## src/rtl/uart_pkg.sv

```systemverilog
// Shared definitions for the UART receive path:
// receiver state encoding and default oversample ratio.
package uart_pkg;

    localparam int UART_OVERSAMPLE = 16;

    typedef enum logic [2:0] {
        IDLE,
        START,
        DATA,
        PARITY,
        STOP,
        BREAK
    } rx_state_e;

endpackage

```

## src/rtl/uart_rx_sync.sv

```systemverilog
// Two-flop synchroniser for the asynchronous serial line.
// Both flops reset to the idle (mark) level.
module uart_rx_sync (
    input  logic clk,
    input  logic arst_n,
    input  logic i_d,
    output logic o_q
);

    logic r_meta;
    logic r_sync;

    // Double-register the line; reset to idle-high so no false start.
    always_ff @(posedge clk) begin
        if (!arst_n) begin
            r_meta <= 1'b1;
            r_sync <= 1'b1;
        end else begin
            r_meta <= i_d;
            r_sync <= r_meta;
        end
    end

    assign o_q = r_sync;

endmodule

```

## src/rtl/uart_rx_core.sv

```systemverilog
// Oversampled UART receive engine: start validation, mid-bit
// sampling of data/parity/stop, registered byte and error flags.
module uart_rx_core
    import uart_pkg::*;
#(
    parameter int DATA_BITS  = 8,
    parameter int PARITY_EN  = 0,
    parameter int PARITY_ODD = 0,
    parameter int OVERSAMPLE = UART_OVERSAMPLE
) (
    input  logic                 clk,
    input  logic                 arst_n,
    input  logic                 BCLK,
    input  logic                 rx_in,
    output logic [DATA_BITS-1:0] rx_data,
    output logic                 rx_valid,
    output logic                 parity_err,
    output logic                 frame_err,
    output logic                 rx_busy
);

    localparam int TW = $clog2(OVERSAMPLE);
    localparam int BW = $clog2(DATA_BITS);

    localparam logic [TW-1:0] TICK_MID = TW'(OVERSAMPLE / 2 - 1);
    localparam logic [TW-1:0] TICK_END = TW'(OVERSAMPLE - 1);
    localparam logic [BW-1:0] BIT_LAST = BW'(DATA_BITS - 1);
    localparam logic          PAR_ODD  = (PARITY_ODD != 0);
    localparam logic          PAR_ON   = (PARITY_EN != 0);

    rx_state_e r_state;
    rx_state_e w_state_nxt;

    logic [TW-1:0]        r_tick;
    logic [BW-1:0]        r_bit;
    logic [DATA_BITS-1:0] r_shift;
    logic                 r_par_bad;

    logic w_rx_s;
    logic w_tick_inc;
    logic w_shift;
    logic w_par_ld;
    logic w_done;
    logic w_enter_data;
    logic w_tick_clr;

    uart_rx_sync u_sync (
        .clk    (clk),
        .arst_n (arst_n),
        .i_d    (rx_in),
        .o_q    (w_rx_s)
    );

    // Next state and per-cycle control strobes.
    always_comb begin
        w_state_nxt = r_state;
        w_tick_inc  = 1'b0;
        w_shift     = 1'b0;
        w_par_ld    = 1'b0;
        w_done      = 1'b0;
        unique case (r_state)
            IDLE: begin
                if (!w_rx_s) begin
                    w_state_nxt = START;
                end
            end
            START: begin
                if (BCLK) begin
                    if (r_tick == TICK_MID) begin
                        w_state_nxt = w_rx_s ? IDLE : DATA;
                    end else begin
                        w_tick_inc = 1'b1;
                    end
                end
            end
            DATA: begin
                if (BCLK) begin
                    if (r_tick == TICK_END) begin
                        w_shift = 1'b1;
                        if (r_bit == BIT_LAST) begin
                            w_state_nxt = PAR_ON ? PARITY : STOP;
                        end
                    end else begin
                        w_tick_inc = 1'b1;
                    end
                end
            end
            PARITY: begin
                if (BCLK) begin
                    if (r_tick == TICK_END) begin
                        w_par_ld    = 1'b1;
                        w_state_nxt = STOP;
                    end else begin
                        w_tick_inc = 1'b1;
                    end
                end
            end
            STOP: begin
                if (BCLK) begin
                    if (r_tick == TICK_END) begin
                        w_done      = 1'b1;
                        w_state_nxt = w_rx_s ? IDLE : BREAK;
                    end else begin
                        w_tick_inc = 1'b1;
                    end
                end
            end
            BREAK: begin
                if (BCLK && w_rx_s) begin
                    w_state_nxt = IDLE;
                end
            end
            default: begin
                w_state_nxt = IDLE;
            end
        endcase
    end

    assign w_enter_data = (r_state == START) && (w_state_nxt == DATA);
    assign w_tick_clr   = (w_state_nxt != r_state) || w_shift;

    // State register.
    always_ff @(posedge clk) begin
        if (!arst_n) begin
            r_state <= IDLE;
        end else begin
            r_state <= w_state_nxt;
        end
    end

    // Oversample tick and bit counters.
    always_ff @(posedge clk) begin
        if (!arst_n) begin
            r_tick <= '0;
            r_bit  <= '0;
        end else begin
            if (w_tick_clr) begin
                r_tick <= '0;
            end else if (w_tick_inc) begin
                r_tick <= r_tick + TW'(1);
            end
            if (w_enter_data) begin
                r_bit <= '0;
            end else if (w_shift) begin
                r_bit <= r_bit + BW'(1);
            end
        end
    end

    // LSB-first shift register and parity check.
    always_ff @(posedge clk) begin
        if (!arst_n) begin
            r_shift   <= '0;
            r_par_bad <= 1'b0;
        end else begin
            if (w_shift) begin
                r_shift <= {w_rx_s, r_shift[DATA_BITS-1:1]};
            end
            if (w_par_ld) begin
                r_par_bad <= (^r_shift) ^ w_rx_s ^ PAR_ODD;
            end
        end
    end

    // Registered outputs; valid pulses once per sampled stop bit.
    always_ff @(posedge clk) begin
        if (!arst_n) begin
            rx_data    <= '0;
            rx_valid   <= 1'b0;
            parity_err <= 1'b0;
            frame_err  <= 1'b0;
            rx_busy    <= 1'b0;
        end else begin
            rx_valid <= w_done;
            rx_busy  <= (w_state_nxt != IDLE);
            if (w_done) begin
                rx_data    <= r_shift;
                parity_err <= PAR_ON & r_par_bad;
                frame_err  <= ~w_rx_s;
            end
        end
    end

endmodule

```

## config.mk

```make
export PLATFORM = sky130hd
export DESIGN_NAME = uart_rx_core
export DESIGN_NICKNAME = d
export VERILOG_FILES = /design/src/rtl/uart_pkg.sv /design/src/rtl/uart_rx_sync.sv /design/src/rtl/uart_rx_core.sv
export SDC_FILE = /design/constraint.sdc
export NUM_CORES = 1
export LEC_CHECK = 0
export BUFFER_PORTS_ARGS = -buffer_cell sky130_fd_sc_hd__buf_4
export CAP_MARGIN = 20
export CELL_PAD_IN_SITES_DETAIL_PLACEMENT = 0
export CELL_PAD_IN_SITES_GLOBAL_PLACEMENT = 1
export CORE_MARGIN = 4
export CORE_UTILIZATION = 44
export DETAILED_ROUTE_END_ITERATION = 10
export PLACE_DENSITY_LB_ADDON = 0.1
export SLEW_MARGIN = 10
export SYNTH_ARGS = -nofsm -noshare
export SYNTH_HDL_FRONTEND = slang
export SYNTH_SLANG_ARGS = --single-unit
export TNS_END_PERCENT = 100
```

## constraint.sdc

```tcl
create_clock -name clk -period 2 [get_ports clk]
set_input_delay 0.2 -clock clk [delete_from_list [all_inputs] [get_ports clk]]
set_output_delay 0.2 -clock clk [all_outputs]
set_load 0.05 [all_outputs]
```

# Word level (Yosys, flattened, before mapping)
# Cells that the tools add are included.
dict set report word_totals {
  in_bits 4
  reg_bits 31
  out_inout_bits 12
}
dict set report classes {
  n_bitwise 2
  reduce_logical 8
  n_addsub 2
  n_eq_ne 10
  muxes 23
}
# op n
set op_table {}
lappend op_table {{3-bit two-way mux} 12}
lappend op_table {{3-bit one-hot mux with 6 select lines} 1}
lappend op_table {{3-bit by 2-bit equality test with 1-bit output (second input constant)} 3}
lappend op_table {{3-bit equality test (second input constant)} 3}
lappend op_table {{1-bit two-way mux} 8}
lappend op_table {{4-bit by 1-bit adder with 4-bit output (second input constant)} 1}
lappend op_table {{4-bit by 3-bit equality test with 1-bit output (second input constant)} 1}
lappend op_table {{4-bit equality test (second input constant)} 1}
lappend op_table {{2-bit OR reduction} 2}
lappend op_table {{3-bit by 1-bit adder with 3-bit output (second input constant)} 1}
lappend op_table {{3-bit by 1-bit equality test with 1-bit output (second input constant)} 1}
lappend op_table {{3-bit zero test} 1}
lappend op_table {{3-bit != test} 1}
lappend op_table {{3-bit nonzero test} 1}
lappend op_table {{3-bit OR reduction} 1}
lappend op_table {{1-bit logical AND} 2}
lappend op_table {{2-bit two-way mux} 1}
lappend op_table {{1-bit NOT} 2}
lappend op_table {{1-bit one-hot mux with 2 select lines} 1}
lappend op_table {{1-bit logical OR} 1}

# Depth between registers and ports, before layout
# Gate-level depths: netlist of run 1.
dict set report depth {
  word_depth 8
  depth_mapped 7
  mapped_depth_nobuf 7
}

# Modules after synthesis
# From an unflattened synthesis of run 1, not the netlist that was laid out.
dict set report hier_totals {
  cells_unflattened 156
  hier_area_um2 1465.2
}
# module n_inst cells_per_inst seq_area_each_um2 area_each_um2
set by_module_without_submodules {}
lappend by_module_without_submodules {uart_rx_core 1 152 580.6 1412.6}
lappend by_module_without_submodules {uart_rx_sync 1 4 40.0 52.6}

# Worst setup path after synthesis of run 1
# Ideal clock, no wire load.
dict set report synth_timing {
  path_kind {register to register}
  start {register r_tick[0]}
  end {register r_tick[0]}
  setup_ns 0.125
  t_arrival_ns 1.617
  required_ns 1.875
  n_path_buf 0
  synth_period_minus_slack_ns 1.743
  path_stages_with_launch 7
  slack_ns 0.257
  cell_sequence {dfxtp_1 > ha_1 > nand2_1 > or2_0 > a221oi_2 > mux2i_1 > nor2_1}
}
dict set report synth_via {
  elab_chain_cells 7
  word_cells_on_any_way 23
  cone_classes {1 x add/sub; 3 x eq/ne; 17 x mux; 2 x reduce/logical}
}
# element line
set synth_lines {}
lappend synth_lines {{from (decl)} uart_rx_core.sv:34} ;# logic [TW-1:0] r_tick;
lappend synth_lines {{from (signal assigned)} uart_rx_core.sv:140} ;# r_tick <= r_tick + TW'(1);
lappend synth_lines {{4-bit equality test or 4-bit by 3-bit equality test with 1-bit output (tied branches)} n/a}
lappend synth_lines {{3-bit two-way mux (on tied branches) (2 in a row)} n/a}
lappend synth_lines {{3-bit one-hot mux with 6 select lines} uart_rx_core.sv:61} ;# unique case (r_state)
lappend synth_lines {{3-bit != test} uart_rx_core.sv:120} ;# assign w_tick_clr = (w_state_nxt != r_state) || w_shift;
lappend synth_lines {{1-bit logical OR} uart_rx_core.sv:120}
lappend synth_lines {{2-bit OR reduction (no line)} n/a}
# Several ways; a longest one is shown, not always the timed one.
# A chain may end at the register's enable or synchronous reset.

# Worst setup path in the final report of run 1
dict set report layout_timing {
  start {register r_tick[0]}
  end {register r_tick[3]}
}
# The elaborated chain is that of the path after synthesis.

==> results of run 1 <==
[cells by family after synthesis]
family	Yosys count	synth area share, %
multiplexers	20	14.1
XOR/XNOR	5	3.08
other	1	0.264
AND/OR/NAND/NOR	54	23.7
buffers and inverters	10	3.61
adder cells (fa/ha/maj)	3	2.64
flip-flops	31	43.7
AO/OA/AOI/OAI	17	8.90
[repair_timing]
item,4_1_cts,5_1_grt
pin swaps,0,1
endpoints found under the setup margin,4,12
gates resized for setup,1,2
[metal layers]
metal | track usage [%] | share of wire, % | vias to the layer above
li1 | - | - | 531
met1 | 15.9 | 45 | 486
met2 | 22.6 | 47 | 21
met3 | 5.20 | 4.7 | 8
met4 | 7.92 | 2.6 | 0
met5 | 0 | 0 | -
[layout by cell type, fill, tap and decap left out, types with 2 or more instances in the layout]
cell type and n:
sky130_fd_sc_hd__a221oi_1 2, sky130_fd_sc_hd__and3_1 4, sky130_fd_sc_hd__buf_4 21, sky130_fd_sc_hd__clkbuf_1 2, sky130_fd_sc_hd__clkbuf_4 5, sky130_fd_sc_hd__dfxtp_1 31
sky130_fd_sc_hd__ha_1 2, sky130_fd_sc_hd__inv_1 2, sky130_fd_sc_hd__mux2i_1 19, sky130_fd_sc_hd__nand2_1 4, sky130_fd_sc_hd__nand2b_1 4, sky130_fd_sc_hd__nand3_1 2
sky130_fd_sc_hd__nand4bb_1 2, sky130_fd_sc_hd__nor2_1 9, sky130_fd_sc_hd__nor2b_1 19, sky130_fd_sc_hd__nor4_1 2, sky130_fd_sc_hd__o211ai_1 2, sky130_fd_sc_hd__o21ai_0 4
sky130_fd_sc_hd__xnor2_1 2, sky130_fd_sc_hd__xor2_1 3
[state kept, by name (all words and copies together), names as in the netlist]
name,cells
u_sync.o_q,1
r_tick,4
rx_valid,1
r_bit,3
frame_err,1
r_shift,8
u_sync.r_meta,1
rx_busy,1
rx_data,8
r_state,3
[layout make-up]
| class | instances | share of cell area (%) |
|---|---|---|
| Tap cell | 44 | 3.32 |
| Sequential cell | 31 | 37.4 |
| Timing Repair Buffer | 21 | 9.50 |
| Inverter | 2 | 0.452 |
| Multi-Input combinational cell | 100 | 46.3 |
| Clock buffer | 7 | 2.71 |
| Clock inverter | 1 | 0.301 |
[worst reg2reg max path, delay by kind of cell (launching register included)]
family | cells | cell delay (ns)
fa+ha+maj | 1 | 0.19
simple gates | 3 | 0.47
flops | 1 | 0.42
compound gates | 1 | 0.35
mux | 1 | 0.35
[worst min path at each step]
stage / depth (start not counted) / end / slack, ns
2_1_floorplan: 1 / u_sync.o_q$_SDFF_PN1_ / 0.27
3_3_place_gp: 2 / u_sync.r_meta$_SDFF_PN1_ / 0.38
3_5_place_dp: 2 / u_sync.r_meta$_SDFF_PN1_ / 0.39
4_1_cts: 2 / u_sync.r_meta$_SDFF_PN1_ / 0.04
5_1_grt: 2 / u_sync.r_meta$_SDFF_PN1_ / 0.05
6_report: 2 / u_sync.r_meta$_SDFF_PN1_ / 0.06
[power groups by stage]
stage | Clock (W) | Combinational, W | Sequential (W)
floorplan | 0 | 0.0000393 | 0.000642
global placement | 0 | 0.0000604 | 0.000640
detailed placement | 0 | 0.0000606 | 0.000640
CTS | 0.000353 | 0.0000626 | 0.000626
global route | 0.000379 | 0.0000693 | 0.000627
finish | 0.000334 | 0.0000626 | 0.000626
[through the flow]
| step | utilization (%) | area [sq um] |
|---|---|---|
| 3_5_place_dp | 51.8 | 1590 |
| 6_report | 53.9 | 1660 |
| 3_3_place_gp | 51.8 | 1590 |
| 4_1_cts | 53.5 | 1650 |
| 2_1_floorplan | - | 1420 |
| 5_1_grt | 53.9 | 1660 |
==> results_tabular.tex, run 1 <==
\begin{tabular}{lr}
\hline
Metric & Value \\
\hline
\multicolumn{2}{l}{\textbf{Layout}} \\
\quad Area growth from synthesis to final layout & 16.9\% \\
\quad Final nets & 168 \\
\quad FILL cells & 300 \\
\quad Sequential Area & 621 sq um \\
\quad Number of inserted diodes & 0 \\
\quad Count of placed standard cells in the final layout, fillers left out & 206 \\
\quad Combined area of the multi-input logic cells & 769 sq um \\
\quad Ratio of cells with drive above 1 in the final layout & 21.0\% \\
\multicolumn{2}{l}{\textbf{Power and ir drop}} \\
\quad IR drop worst, VDD & approximately 0.50 mV \\
\quad Share of total power in sequential cells & between 60\% and 70\% \\
\quad Switching part of the total power & 23.1\% \\
\quad Combinational share of power & 6.1\% \\
\quad Static Leak & just over 0.6 nW \\
\quad Clock share of power & roughly a third \\
\quad Cell internal power dissipation & 0.000787 W \\
\quad Total power draw & roughly 0.0010 W \\
\quad Reported net switching power & 0.000236 W \\
\quad Power per standard cell area & 616 mW/mm\^{}2 \\
\multicolumn{2}{l}{\textbf{Worst setup path}} \\
\quad Arrival time of data at the critical path endpoint & 2.08 ns \\
\quad Reg2Reg Setup Slack & about 0.12 ns \\
\quad Logic depth of the worst register-to-register path & 6 \\
\quad Crit path max-delay family & simple AND/OR/NAND/NOR gates \\
\quad FF-to-FF Start & r\_tick[0]\$\_SDFFE\_PP0P\_ \\
\quad CP Buf/Inv Count & 0 \\
\quad Peak per-stage delay on the critical path & 0.42 ns \\
\quad Setup crit start & r\_tick[0]\$\_SDFFE\_PP0P\_ \\
\quad Worst Setup End Kind & register \\
\quad Type of origin of the critical path & register \\
\quad Endpoint of the worst setup timing path & r\_tick[3]\$\_SDFFE\_PP0P\_ \\
\quad Crit path kind & reg -> reg \\
\quad Critical Path RT & 2.21 ns \\
\quad Crit path depth & 6 \\
\quad Critical path cell sequence & ha\_4, nand2\_1, or2\_0, a221oi\_2, mux2i\_2, nor2\_1 \\
\quad Critical path's slowest cell & sky130\_fd\_sc\_hd\_\_dfxtp\_1 \\
\quad Worst reg2reg path endpoint & r\_tick[3]\$\_SDFFE\_PP0P\_ \\
\quad Maximum net fanout on the critical path & 6 \\
\multicolumn{2}{l}{\textbf{Logic synthesis}} \\
\quad Area share of the leading cell type in the synthesized netlist & 43.7\% \\
\quad Cell type contributing the most total cell area after synthesis & sky130\_fd\_sc\_hd\_\_dfxtp\_1 \\
\quad Most instantiated library cell after synthesis & sky130\_fd\_sc\_hd\_\_dfxtp\_1 \\
\quad Post-Syn Instances & 141 \\
\quad Cell area after technology mapping & 0.00142 sq mm \\
\quad Number of distinct library cell variants in the gate-level netlist after synthesis & 37 \\
\quad Dominant synthesized flop cell & sky130\_fd\_sc\_hd\_\_dfxtp\_1 \\
\quad Proportion of synthesized chip area in sequential cells & 43.7\% \\
\quad Ys Warns & 0 \\
\quad Synth Register Bits & 31 \\
\quad Number of synthesized flops with an enable pin & 0 \\
\quad Main area contributors after synthesis & sky130\_fd\_sc\_hd\_\_dfxtp\_1 (44\%), sky130\_fd\_sc\_hd\_\_mux2i\_1 (14\%), sky130\_fd\_sc\_hd\_\_nor2b\_1 (8.4\%) \\
\quad Syn\_nets & between 100 and 150 \\
\quad Synthesized area per cell & 10.1 sq um \\
\quad Share of flip-flops with an asynchronous set or reset after synthesis & 0\% \\
\quad Top post-synthesis cells by count & sky130\_fd\_sc\_hd\_\_dfxtp\_1 (31), sky130\_fd\_sc\_hd\_\_mux2i\_1 (20), sky130\_fd\_sc\_hd\_\_nor2b\_1 (19), sky130\_fd\_sc\_hd\_\_nor2\_1 (9) \\
\multicolumn{2}{l}{\textbf{Placed design}} \\
\quad Placed wire-length estimate & 1830 um \\
\quad Placement Setup Slack & 0.0111 ns \\
\quad Cell count after placement & 198 \\
\quad \# port buffers & 14 \\
\quad Final GP Congestion & 0.858 \\
\multicolumn{2}{l}{\textbf{Die}} \\
\quad Standard-cell rows & 20 \\
\quad Width of the die & between 60 and 70 um \\
\quad Die extent in y & between 60 and 70 um \\
\quad IO Pins & 16 \\
\quad Core box area & 0.00308 sq mm \\
\quad Area enclosed by the die boundary & 0.00420 sq mm \\
\quad Initial core utilization & 46.1\% \\
\multicolumn{2}{l}{\textbf{Route}} \\
\quad Count of antenna-violating nets left after detailed routing & 0 \\
\quad Routed length per placed instance & 12.3 um \\
\quad Remaining design rule violation count & 0 \\
\quad First-iteration detailed-routing DRC count & 53 \\
\quad Iteration count of the initial detailed-routing pass & 4 \\
\quad Routed wire length & $\sim$2500 um \\
\quad Vias per inst & approximately 5.1 \\
\quad Via count of the routed design & 1,046 \\
\multicolumn{2}{l}{\textbf{CTS}} \\
\quad TritonCTS Buffers & 5 \\
\quad Clock Tree Buf Depth & 2 \\
\quad Number of hold-repair buffers added at the cts stage & 0 \\
\quad Insertion delay of the later-clocked pin in the worst-skew pair & 0.32 ns \\
\quad H-tree depth & 2 \\
\quad Post-CTS Setup Repair Bufs & 0 \\
\quad Clock Sinks & 31 \\
\quad Register clock-pin slew on the reported worst setup and hold paths & around 0.090 ns \\
\quad TritonCTS clock tree & yes \\
\quad Root cell of the clock tree & sky130\_fd\_sc\_hd\_\_clkbuf\_4 \\
\multicolumn{2}{l}{\textbf{Global routing}} \\
\quad Wire length of the first global-routing pass & 4570 um \\
\quad Final global-route overflow total & 0 \\
\quad Overall track demand over capacity in global routing & roughly 14\% \\
\quad Initial antenna violation count & 0 \\
\quad Number of global-route vias before repair & 1,036 \\
\quad Pin count of the biggest net entering global routing & 26 \\
\multicolumn{2}{l}{\textbf{Timing}} \\
\quad Final Slew Violations & 0 \\
\quad Final clock period utilization by the worst path & 93.9\% \\
\quad Setup clock skew after layout & about 0.0056 ns \\
\quad Setup\_tns & 0 ns \\
\quad Peak Freq & 532 MHz \\
\quad Final number of setup-violating endpoints & 0 \\
\quad Hold violation total from the final report & 0 \\
\quad WHS & 0.0598 ns \\
\quad Worst setup margin & 0.121 ns \\
\quad Clock period minus final worst setup slack & roughly 1.9 ns \\
\quad Setup repair after global routing missed its margin & no \\
\multicolumn{2}{l}{\textbf{Job}} \\
\quad Maximum Capacitance Violations & 0 \\
\multicolumn{2}{l}{\textbf{Worst hold path}} \\
\quad Startpoint of the worst hold path & rx\_in \\
\quad Tightest Hold Check Type & in -> reg \\
\multicolumn{2}{l}{\textbf{Status}} \\
\quad Status & completed \\
\hline
\end{tabular}
(Power assumes the default switching activity.)
==> run 2, diff against run 1 <==
--- a/config.mk
+++ b/config.mk
@@ -5,12 +5,13 @@
 export SDC_FILE = /design/constraint.sdc
 export NUM_CORES = 1
 export LEC_CHECK = 0
+export ABC_AREA = 1
 export BUFFER_PORTS_ARGS = -buffer_cell sky130_fd_sc_hd__buf_4
 export CAP_MARGIN = 20
 export CELL_PAD_IN_SITES_DETAIL_PLACEMENT = 0
 export CELL_PAD_IN_SITES_GLOBAL_PLACEMENT = 1
 export CORE_MARGIN = 4
-export CORE_UTILIZATION = 44
+export CORE_UTILIZATION = 41
 export DETAILED_ROUTE_END_ITERATION = 10
 export PLACE_DENSITY_LB_ADDON = 0.1
 export SLEW_MARGIN = 10
==> run 2 against run 1 <==
Net effect:
- utilization is 6.1 points lower
- area after synthesis is 1.1% higher
- highest routed layer unchanged
- final area is 3.0% lower
- critical path type unchanged
- synthesized cell count is 38% higher
==> results_tabular.tex, run 2 <==
\begin{tabular}{lr}
\hline
Metric & Value \\
\hline
\multicolumn{2}{l}{\textbf{Status}} \\
\quad Status & completed \\
\multicolumn{2}{l}{\textbf{Die}} \\
\quad Area enclosed by the die boundary & 0.00451 sq mm \\
\quad Core box area & 0.00336 sq mm \\
\quad Standard-cell rows & 21 \\
\quad IO Pins & 16 \\
\quad Die extent in y & 67.2 um \\
\quad Initial core utilization & 42.7\% \\
\quad Width of the die & 67.2 um \\
\multicolumn{2}{l}{\textbf{Logic synthesis}} \\
\quad Cell area after technology mapping & between 0.001 and 0.0015 sq mm \\
\quad Ys Warns & 0 \\
\quad Post-Syn Instances & 195 \\
\quad Most instantiated library cell after synthesis & sky130\_fd\_sc\_hd\_\_nor2\_1 \\
\quad Number of synthesized flops with an enable pin & 0 \\
\quad Dominant synthesized flop cell & sky130\_fd\_sc\_hd\_\_dfxtp\_1 \\
\quad Share of flip-flops with an asynchronous set or reset after synthesis & 0\% \\
\quad Synth Register Bits & 31 \\
\quad Main area contributors after synthesis & sky130\_fd\_sc\_hd\_\_dfxtp\_1 (43\%), sky130\_fd\_sc\_hd\_\_nor2\_1 (11\%), sky130\_fd\_sc\_hd\_\_nand2\_1 (8.1\%) \\
\quad Number of distinct library cell variants in the gate-level netlist after synthesis & 29 \\
\quad Cell type contributing the most total cell area after synthesis & sky130\_fd\_sc\_hd\_\_dfxtp\_1 \\
\quad Syn\_nets & 202 \\
\quad Synthesized area per cell & 7.37 sq um \\
\quad Top post-synthesis cells by count & sky130\_fd\_sc\_hd\_\_nor2\_1 (44), sky130\_fd\_sc\_hd\_\_dfxtp\_1 (31), sky130\_fd\_sc\_hd\_\_nand2\_1 (31), sky130\_fd\_sc\_hd\_\_o21ai\_0 (17), sky130\_fd\_sc\_hd\_\_inv\_1 (16) \\
\quad Area share of the leading cell type in the synthesized netlist & 43.2\% \\
\quad Proportion of synthesized chip area in sequential cells & 43.2\% \\
\multicolumn{2}{l}{\textbf{Worst setup path}} \\
\quad Arrival time of data at the critical path endpoint & roughly 1.9 ns \\
\quad Worst reg2reg path endpoint & r\_tick[2]\$\_SDFFE\_PP0P\_ \\
\quad Worst Setup End Kind & register \\
\quad Type of origin of the critical path & register \\
\quad Logic depth of the worst register-to-register path & 10 \\
\quad Reg2Reg Setup Slack & $\sim$0.32 ns \\
\quad Crit path kind & reg -> reg \\
\quad FF-to-FF Start & r\_tick[0]\$\_SDFFE\_PP0P\_ \\
\quad Maximum net fanout on the critical path & 11 \\
\quad Critical Path RT & 2.22 ns \\
\multicolumn{2}{l}{\textbf{Worst hold path}} \\
\quad Startpoint of the worst hold path & rx\_in \\
\quad Hold Crit Endpoint & u\_sync.r\_meta\$\_SDFF\_PN1\_ \\
\quad Tightest Hold Check Type & in -> reg \\
\quad Depth of the worst hold-timing path & 2 \\
\multicolumn{2}{l}{\textbf{Layout}} \\
\quad Commonest non-fill, non-tap cell in the layout & sky130\_fd\_sc\_hd\_\_nor2\_1 \\
\quad Number of inserted diodes & 0 \\
\quad Ratio of cells with drive above 1 in the final layout & 19.6\% \\
\quad Count of placed standard cells in the final layout, fillers left out & 255 \\
\quad Commonest non-fill, non-tap cells in the layout & sky130\_fd\_sc\_hd\_\_nor2\_1 (44), sky130\_fd\_sc\_hd\_\_nand2\_1 (31), sky130\_fd\_sc\_hd\_\_dfxtp\_1 (31) \\
\quad Sequential Area & 621 sq um \\
\quad Final nets & between 200 and 250 \\
\quad Largest regs & r\_shift x8, rx\_data x8, r\_tick x4 \\
\quad Combined area of the multi-input logic cells & around 680 sq um \\
\quad Area growth from synthesis to final layout & 12.1\% \\
\quad FILL cells & 358 \\
\multicolumn{2}{l}{\textbf{Timing}} \\
\quad Setup repair after global routing missed its margin & no \\
\quad Setup clock skew after layout & approximately 0.006 ns \\
\quad Hold violation total from the final report & 0 \\
\quad Setup\_tns & 0 ns \\
\quad Peak Freq & 597 MHz \\
\quad Clock period minus final worst setup slack & 1.68 ns \\
\quad Final clock period utilization by the worst path & a little over four fifths \\
\quad Final Slew Violations & 0 \\
\quad Final number of setup-violating endpoints & 0 \\
\multicolumn{2}{l}{\textbf{Route}} \\
\quad Routed length per placed instance & 10.8 um \\
\quad Via count of the routed design & 1,188 \\
\quad Vias per inst & 4.66 \\
\quad Count of antenna-violating nets left after detailed routing & 0 \\
\quad Iteration count of the initial detailed-routing pass & 5 \\
\quad First-iteration detailed-routing DRC count & 116 \\
\quad Routed wire length & 2770 um \\
\quad Remaining design rule violation count & 0 \\
\multicolumn{2}{l}{\textbf{CTS}} \\
\quad H-tree depth & 2 \\
\quad Clock Tree Buf Depth & 2 \\
\quad TritonCTS Buffers & 5 \\
\quad Post-cts sizing count & 0 \\
\quad Clock Sinks & 31 \\
\quad TritonCTS clock tree & yes \\
\quad Root cell of the clock tree & sky130\_fd\_sc\_hd\_\_clkbuf\_4 \\
\quad Number of hold-repair buffers added at the cts stage & 0 \\
\quad Insertion delay of the later-clocked pin in the worst-skew pair & between 0.3 and 0.4 ns \\
\quad Register clock-pin slew on the reported worst setup and hold paths & 0.09 ns \\
\quad Post-CTS Setup Repair Bufs & 0 \\
\multicolumn{2}{l}{\textbf{Global routing}} \\
\quad Initial antenna violation count & 0 \\
\quad Number of global-route vias before repair & 1,101 \\
\quad Final global-route overflow total & 0 \\
\quad Wire length of the first global-routing pass & 4750 um \\
\quad Pin count of the biggest net entering global routing & 22 \\
\quad Overall track demand over capacity in global routing & 14.1\% \\
\multicolumn{2}{l}{\textbf{Power and ir drop}} \\
\quad Total power draw & 0.00109 W \\
\quad Static Leak & about 0.71 nW \\
\quad Power per standard cell area & around 680 mW/mm\^{}2 \\
\quad IR drop worst, VDD & 0.370 mV \\
\multicolumn{2}{l}{\textbf{Placed design}} \\
\quad Placed wire-length estimate & 2050 um \\
\quad \# port buffers & 14 \\
\quad Cell count after placement & 247 \\
\quad Final GP Congestion & 0.796 \\
\multicolumn{2}{l}{\textbf{Job}} \\
\quad Maximum Capacitance Violations & 0 \\
\hline
\end{tabular}
run 2: changes by cell type after synthesis, moves of 4 or more:
cell and delta:
sky130_fd_sc_hd__nor2_1 +35, sky130_fd_sc_hd__nor2b_1 -19, sky130_fd_sc_hd__o21ai_0 +13, sky130_fd_sc_hd__o21ai_1 +4, sky130_fd_sc_hd__and3_1 -4, sky130_fd_sc_hd__nand2_1 +27
sky130_fd_sc_hd__nand3_1 +4, sky130_fd_sc_hd__nand2b_1 -4, sky130_fd_sc_hd__mux2i_1 -20, sky130_fd_sc_hd__nor2_4 +4, sky130_fd_sc_hd__inv_1 +14, sky130_fd_sc_hd__a21oi_1 +5
run 2: logic make-up (layout without fill, tap and decap cells):
kind of cell             after synthesis  after routing  synth area share, %
AO/OA/AOI/OAI                         31             31                 11.4
XOR/XNOR                               3              3                 1.83
adder cells (fa/ha/maj)                3              3                 2.61
buffers and inverters                 28             42                 9.32
flip-flops                            31             31                 43.2
other                                  1              1                0.261
AND/OR/NAND/NOR                       98             98                 31.4
run 2: how the worst max path moves through the flow:
| stage | from | end | slack (ns) | cells after the start |
|---|---|---|---|---|
| after detailed placement | r_tick[0]$_SDFFE_PP0P_ | r_tick[2]$_SDFFE_PP0P_ | 0.34 | 10 |
| after floorplan | r_tick[0]$_SDFFE_PP0P_ | r_tick[0]$_SDFFE_PP0P_ | 0.55 | 10 |
| after CTS | r_tick[0]$_SDFFE_PP0P_ | r_tick[2]$_SDFFE_PP0P_ | 0.32 | 10 |
| after global routing | r_tick[0]$_SDFFE_PP0P_ | r_tick[2]$_SDFFE_PP0P_ | 0.18 | 10 |
| after global placement | r_tick[0]$_SDFFE_PP0P_ | r_tick[0]$_SDFFE_PP0P_ | 0.41 | 10 |
| final | r_tick[0]$_SDFFE_PP0P_ | r_tick[2]$_SDFFE_PP0P_ | 0.32 | 10 |
run 2: cell type report:
cell class              instances  area share [%]
well taps                      46            3.57
repair buffers                 14            6.53
flip-flops and latches         31            38.5
clock buffers                   8            4.27
multi-input cells             136            42.3
inverters                      20            4.74
run 2: per-stage QoR:
| stage | area, sq um | setup WS, ns | utilization (%) | hold WS, ns |
|---|---|---|---|---|
| final | 1610 | 0.324 | 47.9 | 0.0704 |
| after CTS | 1610 | 0.323 | 47.9 | 0.0667 |
| after global routing | 1610 | 0.183 | 47.9 | 0.0462 |
| after detailed placement | 1540 | 0.342 | 45.8 | 0.402 |
| after global placement | 1540 | 0.405 | 45.8 | 0.391 |
| after floorplan | 1440 | 0.550 | - | 0.307 |
run 2: report_power, final:
group	leakage, nW	internal (W)	switching, W
Clock	0.0386	0.000207	0.000196
Sequential	0.250	0.000621	0.00000620
Combinational	0.426	0.0000210	0.0000420
Total	0.715	0.000849	0.000244
run 2: layer usage:
layer  GRT usage [%]  share of wire (%)
met1            17.5                 48
met2            21.8                 45
met3            4.99                5.4
met4            6.08                1.6
met5               0                  0
run 2: critical path, stage by stage, from the launching register on:
cell,delay [ns]
sky130_fd_sc_hd__dfxtp_1,0.38
sky130_fd_sc_hd__ha_1,0.26
sky130_fd_sc_hd__nand3_2,0.14
sky130_fd_sc_hd__nor2_4,0.17
sky130_fd_sc_hd__nand2_2,0.17
sky130_fd_sc_hd__nand2_1,0.12
sky130_fd_sc_hd__nor2_1,0.05
sky130_fd_sc_hd__nand2_1,0.10
sky130_fd_sc_hd__nor2_4,0.05
sky130_fd_sc_hd__nand2_2,0.08
sky130_fd_sc_hd__nor2_1,0.05
